## config.mk

```make
export PLATFORM = sky130hd
export DESIGN_NAME = sd_sector_reader
export DESIGN_NICKNAME = d
export VERILOG_FILES = /design/src/rtl/sd_sector_reader.sv
export SDC_FILE = /design/constraint.sdc
export NUM_CORES = 1
export LEC_CHECK = 0
export CORE_UTILIZATION = 30
export DETAILED_ROUTE_END_ITERATION = 8
export HOLD_SLACK_MARGIN = 0.06
export SLEW_MARGIN = 15
export SYNTH_ARGS = -nofsm -noshare
export SYNTH_HDL_FRONTEND = slang
export SYNTH_SLANG_ARGS = --single-unit
```

## constraint.sdc

```tcl
create_clock -name clk -period 5 [get_ports clk]
set_clock_uncertainty 0.05 [all_clocks]
set_input_delay 1 -clock clk [delete_from_list [all_inputs] [get_ports clk]]
set_output_delay 1 -clock clk [all_outputs]
set_load 0.01 [all_outputs]
```

## src/rtl/sd_sector_reader.sv

```systemverilog
// Drains one SD sector RAM into 32-bit little-endian words.
// Also accumulates a 16-bit additive checksum of the sector.
module sd_sector_reader #(
  parameter int BYTE_COUNT = 512
) (
  input  logic        clk,
  input  logic        reset,
  input  logic        init_done,
  input  logic        read_finish,
  output logic [8:0]  raddr,
  input  logic [7:0]  rdata,
  output logic [31:0] word_data,
  output logic        word_valid,
  output logic        word_last,
  input  logic        word_ready,
  output logic        busy,
  output logic        done,
  output logic [15:0] checksum,
  output logic        overrun
);

  localparam int NWORDS = BYTE_COUNT / 4;
  localparam logic [7:0] LAST_IDX = 8'(NWORDS - 1);

  typedef enum logic [2:0] {
    S_IDLE,
    S_RD,
    S_CAP,
    S_OUT,
    S_DONE
  } state_t;

  state_t      r_state;
  state_t      w_next;
  logic [8:0]  r_addr;
  logic [8:0]  r_raddr;
  logic [7:0]  r_widx;
  logic [31:0] r_word;
  logic [15:0] r_sum;
  logic        r_rf_prev;
  logic        r_ovr;

  logic w_rise;
  logic w_start;
  logic w_hs;
  logic w_last;

  assign w_rise  = read_finish & ~r_rf_prev;
  assign w_start = w_rise & init_done
                 & (r_state == S_IDLE);
  assign w_hs    = (r_state == S_OUT) & word_ready;
  assign w_last  = (r_widx == LAST_IDX);

  always_ff @(posedge clk) begin
    if (reset) begin
      r_state <= S_IDLE;
    end else begin
      r_state <= w_next;
    end
  end

  always_comb begin
    w_next = r_state;
    unique case (r_state)
      S_IDLE: if (w_start) w_next = S_RD;
      S_RD:   w_next = S_CAP;
      S_CAP:  w_next = (r_addr[1:0] == 2'd3)
                     ? S_OUT : S_RD;
      S_OUT:  if (w_hs) w_next = w_last
                     ? S_DONE : S_RD;
      S_DONE: w_next = S_IDLE;
      default: w_next = S_IDLE;
    endcase
  end

  always_comb begin
    word_valid = (r_state == S_OUT);
    word_last  = word_valid & w_last;
    busy       = (r_state != S_IDLE);
    done       = (r_state == S_DONE);
  end

  // prev starts at 1 so a level held across reset never starts
  always_ff @(posedge clk) begin
    if (reset) begin
      r_rf_prev <= 1'b1;
      r_ovr     <= 1'b0;
    end else begin
      r_rf_prev <= read_finish;
      if (w_rise && r_state != S_IDLE)
        r_ovr <= 1'b1;
    end
  end

  // raddr only moves when a new read is about to be issued
  always_ff @(posedge clk) begin
    if (reset) begin
      r_addr  <= '0;
      r_raddr <= '0;
      r_widx  <= '0;
      r_word  <= '0;
      r_sum   <= '0;
    end else begin
      case (r_state)
        S_IDLE: begin
          if (w_start) begin
            r_addr  <= '0;
            r_raddr <= '0;
            r_widx  <= '0;
            r_sum   <= '0;
          end
        end
        S_CAP: begin
          r_word[{r_addr[1:0], 3'b000} +: 8]
                <= rdata;
          r_sum  <= r_sum + {8'd0, rdata};
          r_addr <= r_addr + 9'd1;
          if (r_addr[1:0] != 2'd3)
            r_raddr <= r_addr + 9'd1;
        end
        S_OUT: begin
          if (w_hs) begin
            r_widx <= r_widx + 8'd1;
            if (!w_last)
              r_raddr <= r_addr;
          end
        end
        default: ;
      endcase
    end
  end

  assign raddr     = r_raddr;
  assign word_data = r_word;
  assign checksum  = r_sum;
  assign overrun   = r_ovr;

endmodule

```

Word-level counts from Yosys, hierarchy flattened
Cells that the tools add are included.

Register bits after elaboration: 79. Input bits: 13. Logic and storage cells: 58.

Add/subtract/negate cells: 4. Eq/ne operators: 11. Shifts and indexed selects: 2. Mux-type cells: 17. Bitwise logic cells: 6. Reduce and logical (&&, ||, !) cells: 10.

Operator list (number): $mux 9 (4); $bwmux 32 (1); $pmux 16 s2 (1); $shift 8x7->32 const A (1); $shiftx 8x7->32 (1); $pmux 9 s3 (1); $pmux 9 s2 (1); $add 16x8->16 (1); $mux 16 (1); $mux 8 (2); $pmux 8 s2 (1); $pmux 3 s4 (1); $add 9x1->9 const B (1); $mux 3 (3); $add 8x1->8 const B (1); $eq 8x7->1 const B (1); $ne 2x2->1 const B (4); $neg 5->7 (1); $eq 3x2->1 const B (2); $reduce_bool 3->1 (2); $and 1x1->1 (5); $reduce_and 5->1 (1); $reduce_and 2->1 (2); $reduce_bool 2->1 (2); other kinds (9) (9).

Logic depth before layout (Yosys ltp)
Gate-level depths: netlist of the first run.

Depth after elaboration: 6. Gate-level depth with buffers: 8. Depth with buffers taken out: 8.

Worst setup path after synthesis of the first run
OpenSTA, ideal clock, no wires.

Kind: input to register. Start point: input rdata[3]. End point: register r_sum[15], in the netlist checksum[15]. Arrival time: 2.332 ns. Slack: 2.487 ns. Stages: 6. Path buffers: 0. Path through: ha_1 > a21oi_1 > o22ai_2 > o41ai_2 > or4_1 > o21ai_1.

Cells in the longest elaborated chain, start to end: 2.

RTL lines: start, declared (line 11) `input logic [7:0] rdata,`; $add 16x8->16 (line 116) `r_sum <= r_sum + {8'd0, rdata};`; $pmux 16 s2 (line 104) `case (r_state)`; end signal, assigned (line 116); end, declared (line 39) `logic [15:0] r_sum;`.

Every way passes these cells. A chain may end at the register's enable or synchronous reset.

Final worst setup path of the first run
Start point: register r_state[1]. End point: output word_last.

Cells in the longest elaborated chain, start to end: 2.

RTL lines: start, declared (line 33) `state_t r_state;`; start signal, assigned (line 58) `r_state <= w_next;`; $eq 3x2->1 (line 77) `word_valid = (r_state == S_OUT);`; $and 1x1->1 (line 78) `word_last = word_valid & w_last;`; end, declared (line 14) `output logic word_last,`.

Every way passes these cells.

==> results by group, run 1 <==
Critical path
  • Crit start category: flop
  • Crit path kind: reg2out
  • WP data arrival: around 2.4 ns
  • Buffers and inverters on the worst path: 1
  • Slowest cell on crit path: dfxtp_1
  • Worst Path Required: 3.95 ns
  • Worst setup EP type: output port
  • CP max FO: 12
  • Critical path's largest stage delay: around 0.64 ns
  • Delay-heaviest family, CP: simple AND/OR/NAND/NOR gates
  • Reg2Reg Launch Point: r_addr[0]$_SDFFE_PP0P_
  • CP Cell Sequence: nor2b_1, nand2_1, nor2_1, clkdlybuf4s50_1
  • CP Launch Point: r_state[1]$_SDFFE_PP0P_

Routing
  • WL met2: 4.66 mm
  • DR iter-0 viols: roughly 260
  • Vias per cell: approximately 4.9
  • WL final: around 10 mm
  • Wire length per cell: ~14 um
  • Met3 WL: approximately 540 um
  • Remaining routing DRC violations: 0
  • Via count: approximately 3.5k
  • 1st-pass router iterations: 4
  • Top Layer Used: met4
  • M1 WL: ~4.8 mm
  • Antenna viol nets, final: 0

Synthesis
  • Post-synth top area share: between 40 and 50%
  • Post-synth EDFFs: 0
  • Synth warn: 0
  • Main synth FF type: dfxtp_1
  • #FFs+latches synth: between 70 and 80
  • Mapped Cells: 466
  • Post-synthesis sequential area ratio: between 40% and 50%
  • Yosys cell types: between 50 and 60
  • Syn Area/Cell: 8.23 um2
  • Post-synth top area cell: dfxtp_1
  • Post-Syn Nets: around 500
  • Share of synthesized registers carrying an async set or reset: 0%
  • Synth Cell Area: between 3000 and 4000 um2
  • Top cells by area in the synthesized netlist: dfxtp_1 (41%), a21oi_1 (7.6%), nand2_1 (6.9%), nand3_1 (6.5%), ha_1 (4.6%)

Global route
  • First-pass GRT wire length: roughly 17 mm
  • GRT Overall Usage: 16.0%
  • Maximum number of pins on one net before global-route repair: a little over 60
  • Vias in the first global route: approximately 3.4k
  • Initial antenna violation count: 0
  • Overflow after GRT: 0

Clock network
  • Worst-path clk slew: around 0.07 ns
  • Clock sink total: between 70 and 80
  • Inserted Clock Buffers: 9
  • Post-CTS Resized: 0
  • CTS tree: built
  • CTS Root Buffer Type: clkbuf_16
  • Worst-case clock buffer depth: 2
  • Worst-Skew Late Latency: about 0.34 ns
  • # Post-CTS Setup Buffers: 0
  • Hold_buf cts: 0
  • # H-tree levels: 3

Floorplan
  • I/O Pins: 75
  • Core Box Area: approximately 12,000 um2
  • Starting Density: about a third
  • Die area: around 13,000 um2
  • # rows: 40
  • Die Y: between 100 and 150 um
  • Die width: approximately 120 um

Layout
  • Post-route design area: between 4000 and 5000 um2
  • Most frequent cells in the layout: dfxtp_1 (79), clkdlybuf4s50_1 (73), nand2_1 (70)
  • Diode count: 0
  • Post-Layout Cell Count: 705
  • Nets: 560
  • Commonest non-fill, non-tap cell in the layout: dfxtp_1
  • Synth-to-layout area growth: 30.2%
  • Share of cells above drive strength 1: between 7 and 8%

Timing
  • Post-route setup slack: approximately 1.5 ns
  • Final-report hold violation count: 0
  • Relative slew margins: roughly two fifths
  • Hold_ws: approximately 0.4 ns
  • Final setup TNS: 0 ns
  • Tmin final: ~3.5 ns
  • FMAX: around 290 MHz
  • Fin crit share: 69.3%
  • RSZ-0062 raised after global routing: false
  • Worst Tran Pin Value: 0.920 ns
  • Final Max Slew Viols: 0
  • Setup violators final: 0

Power
  • Peak VDD IR: 124 uV
  • Pleak: 0.00176 uW
  • PwrDens: between 200 and 300 nW/um2

Placed design
  • Post-DP HPWL: a little over 7 mm
  • Area after DPL: ~4700 um2
  • GPL Wtd Cong: 0.798
  • Count of input and output buffers: 74
  • DP Worst Slack: between 1.5 and 2 ns
  • Placed Cells: 689

Hold path
  • Min-Delay Startpoint: raddr[7]$_SDFFE_PP0P_
  • Hold Crit Class: reg2reg

Job
  • Max Cap Viol: 0

Status
  • Status: complete, no violations
## power by group
| group | switching [uW] | total (uW) | internal, uW |
|---|---|---|---|
| clock | 289 | 687 | 398 |
| sequential | 10.8 | 648 | 637 |
| combinational | 72.9 | 121 | 48.3 |
## final timing paths
kind	end	slack [ns]	cells after the start
hold reg to reg	raddr[7]$_SDFFE_PP0P_	0.40	2
hold / removal	raddr[7]$_SDFFE_PP0P_	0.40	2
setup reg to reg	word_data[9]$_SDFFE_PP0P_	2.66	5
setup / recovery	word_last	1.54	4
## worst register-to-register path, cell delays in order (launching register included)
cell and delay, ns:
dfxtp_1 0.49, inv_1 0.20, ha_1 0.41, nor3b_1 0.77, nand3_1 0.18, a21oi_1 0.17
## state kept, by name (all words and copies together), names as in the netlist
register   flops
checksum      16
overrun        1
r_addr         9
r_rf_prev      1
r_state        3
r_widx         8
raddr          9
word_data     32
## area by class of cell
type	instances	area, um2
clock inverters	7	83.8
multi-input cells	351	2080
clock buffers	9	225
repair buffers	76	751
inverters	15	56.3
flip-flops and latches	79	1580
fillers	1234	7220
well taps	168	210
## cell usage after synthesis (all sizes together) (10+ instances only)
cell,count
dfxtp,79
nand2,70
a21oi,58
nand3,52
nor2,36
inv,15
ha,14
nor3,14
clkbuf,11
buf,10
o21ai,10
xnor2,10
## stage by stage
step                utilization (%)  power [uW]
global route                   40.9        1510
detailed placement             38.3         783
floorplan                         -         738
CTS                            40.9        1480
finish                         40.9        1460
global placement               38.3         781
## metal layers
metal / vias up / track usage (%)
met5: - / 0
met4: 0 / 3.98
met3: 8 / 4.64
met2: 92 / 26.3
met1: 1614 / 20.4
li1: 1772 / -
## kinds of logic after synthesis
logic type | share of synthesized area [%]
buffers and inverters | 4.47
adder cells (fa/ha/maj) | 5.09
flip-flops | 41.3
XOR/XNOR | 3.66
multiplexers | 1.37
AND/OR/NAND/NOR | 27.7
AO/OA/AOI/OAI | 16.4
Note: power is estimated with default switching activity, not from simulation.
==> inputs of run 2 (changes only) <==
- clock period: 5 -> 3.63 ns (I/O delays scaled with it)
==> run 2 against run 1 <==
Net effect:
- core utilization shrank 0.051 points
- power grew 33%
- wire length grew 5.6%
- non-clock buffer count grew 3
- sequential power grew 38%
- combinational power grew 42%
- hold slack lost 0.0021 ns
- sequential cell count is the same
- die area is the same
- global-route usage grew 1.3 points
==> results by group, run 2 (synthesis gave the netlist of run 1 again) <==
Layout
  • Commonest non-fill, non-tap cell in the layout: dfxtp_1 (unchanged)
  • Max reg flops: 32 (unchanged)
  • Final core utilization: 40.8% (was 40.9%)
  • Most frequent cells in the layout: dfxtp_1 (79), clkdlybuf4s50_1 (73), nand2_1 (70) (unchanged)
  • Nets: 563 (was 560)
  • Share of cells above drive strength 1: 7.78% (was 7.45%)
  • Synth-to-layout area growth: 30.1% (was 30.2%)
  • Diode count: 0 (unchanged)

Timing
  • Setup violators final: 0 (unchanged)
  • Final setup TNS: 0 ns (unchanged)
  • Worst Tran Pin Value: 0.998 ns (was 0.920 ns)
  • Tmin final: approximately 3.2 ns
  • Fin crit share: around 88%
  • Relative slew margins: 32.9% (was 38.2%)
  • Hold_ws: 0.399 ns (was 0.401 ns)
  • Final-report hold violation count: 0 (unchanged)
  • FMAX: approximately 310 MHz
  • Final Max Slew Viols: 0 (unchanged)
  • RSZ-0062 raised after global routing: false (unchanged)

Critical path
  • WP data arrival: 2.41 ns (about the same)
  • Critical path's largest stage delay: 0.62 ns (was 0.64 ns)
  • Reg2reg path depth: 5 (unchanged)
  • Buffers and inverters on the worst path: 1 (unchanged)
  • Crit start category: flop (unchanged)
  • CP Cell Sequence: nor2b_1, nand2_1, nor2_1, clkdlybuf4s50_1 (unchanged)
  • Worst r2r dst: word_data[28]$_SDFFE_PP0P_ (was word_data[9]$_SDFFE_PP0P_)
  • Slowest cell on crit path: dfxtp_1 (unchanged)
  • Worst Path Required: 2.85 ns (was 3.95 ns)
  • Delay-heaviest family, CP: simple AND/OR/NAND/NOR gates (unchanged)
  • CP max FO: 12 (unchanged)
  • Crit path kind: reg2out (unchanged)
  • Setup slack, reg-to-reg: 1.25 ns (was 2.66 ns)
  • Reg2Reg Launch Point: r_addr[0]$_SDFFE_PP0P_ (unchanged)
  • Worst setup EP type: output port (unchanged)

Floorplan
  • Die width: 115 um (unchanged)
  • Die Y: 115 um (unchanged)
  • I/O Pins: 75 (unchanged)
  • Starting Density: 31.4% (unchanged)
  • Core Box Area: 12,200 um2 (unchanged)
  • Die area: 13,200 um2 (unchanged)
  • # rows: 40 (unchanged)

Global route
  • First-pass GRT wire length: 17.7 mm (was 16.6 mm)
  • Overflow after GRT: 0 (unchanged)
  • Maximum number of pins on one net before global-route repair: 55 (was 62)
  • Initial antenna violation count: 0 (unchanged)
  • Vias in the first global route: 3,482 (was 3,372)
  • GRT Overall Usage: 17.2% (was 16.0%)

Routing
  • 1st-pass router iterations: 4 (unchanged)
  • Vias per cell: 5.02 (was 4.94)
  • Antenna viol nets, final: 0 (unchanged)
  • Wire length per cell: 15.0 um (was 14.3 um)
  • WL final: 10.6 mm (was 10.1 mm)
  • DR iter-0 viols: 251 (was 262)
  • Via count: 3,555 (was 3,486)
  • Remaining routing DRC violations: 0 (unchanged)

Clock network
  • CTS tree: built (unchanged)
  • Hold_buf cts: 0 (unchanged)
  • Post-CTS Resized: 0 (unchanged)
  • Worst-path clk slew: 0.06 ns (was 0.07 ns)
  • Inserted Clock Buffers: 9 (unchanged)
  • Worst-case clock buffer depth: 2 (unchanged)
  • CTS Root Buffer Type: clkbuf_16 (unchanged)
  • # Post-CTS Setup Buffers: 0 (unchanged)
  • # H-tree levels: 3 (unchanged)
  • Worst-Skew Late Latency: 0.34 ns (about the same)
  • Clock sink total: 79 (unchanged)

Status
  • Status: complete, no violations (unchanged)

Hold path
  • WHS Path Cells: 2 (unchanged)
  • Min-Delay Startpoint: word_data[14]$_SDFFE_PP0P_ (was raddr[7]$_SDFFE_PP0P_)
  • Hold Crit Class: reg2reg (unchanged)
  • Hold endpoint: word_data[14]$_SDFFE_PP0P_ (was raddr[7]$_SDFFE_PP0P_)

Power
  • Power, Total: 1940 uW (was 1460 uW)
  • PwrDens: 388 nW/um2 (was 292 nW/um2)
  • Peak VDD IR: 241 uV (was 124 uV)
  • Pleak: 0.00175 uW (was 0.00176 uW)

Placed design
  • Post-DP HPWL: 7.63 mm (was 7.22 mm)
  • Count of input and output buffers: 74 (unchanged)
  • GPL Wtd Cong: 0.804 (was 0.798)

Job
  • Max Cap Viol: 0 (unchanged)
-- run 2: cell count changes in the layout (fill, tap and decap cells not counted) --
cell	previous run	this run
o21ai_1	3	4
buf_4	2	5
clkbuf_8	0	1
bufinv_16	1	0
clkinv_2	0	1
clkinvlp_4	1	3
inv_6	4	1
o21ai_2	1	0
clkinv_4	0	1
inv_8	1	0
-- run 2: layout make-up --
cell class | count | area [um2]
repair buffers | 79 | 773
clock inverters | 6 | 45.0
clock buffers | 10 | 239
well taps | 168 | 210
inverters | 15 | 56.3
flip-flops and latches | 79 | 1580
fillers | 1290 | 7230
multi-input cells | 351 | 2080
-- run 2: power by group --
part | switching (uW) | internal [uW]
sequential | 15.2 | 878
combinational | 103 | 68.6
clock | 387 | 484
-- run 2: layer usage --
layer	wire [um]	share of wire [%]	global-route usage, %	vias up
li1	-	-	-	1786
met1	4980	47	21.3	1672
met2	5030	47	29.2	84
met3	467	4.4	4.69	13
met4	148	1.4	4.94	0
met5	0	0	0	-
-- run 2: worst max-delay path by stage --
stage / from / endpoint / slack (ns) / cells past startpoint
2_1_floorplan: rdata[3] / checksum[15]$_SDFFE_PP0P_ / 1.39 / 6
3_3_place_gp: rdata[1] / checksum[15]$_SDFFE_PP0P_ / 0.55 / 7
3_5_place_dp: rdata[1] / checksum[15]$_SDFFE_PP0P_ / 0.43 / 7
4_1_cts: r_state[1]$_SDFFE_PP0P_ / word_last / 0.38 / 4
5_1_grt: r_state[1]$_SDFFE_PP0P_ / word_last / 0.21 / 4
6_report: r_state[1]$_SDFFE_PP0P_ / word_last / 0.44 / 4
-- run 2: through the flow --
| stage | worst slack (ns) | std cells | cell area, um2 |
|---|---|---|---|
| after CTS | 0.385 | 708 | 4990 |
| after global placement | 0.555 | 692 | 4700 |
| after global routing | 0.206 | 708 | 4990 |
| final | 0.441 | 708 | 4990 |
| after detailed placement | 0.429 | 692 | 4700 |
| after floorplan | 1.39 | 466 | 3830 |
-- run 2: worst reg2reg max path: stages (launching register included) --
cell and delay (ns):
dfxtp_1 0.49, inv_1 0.20, ha_1 0.40, nor3_1 0.82
nand3_1 0.18, a21oi_1 0.18
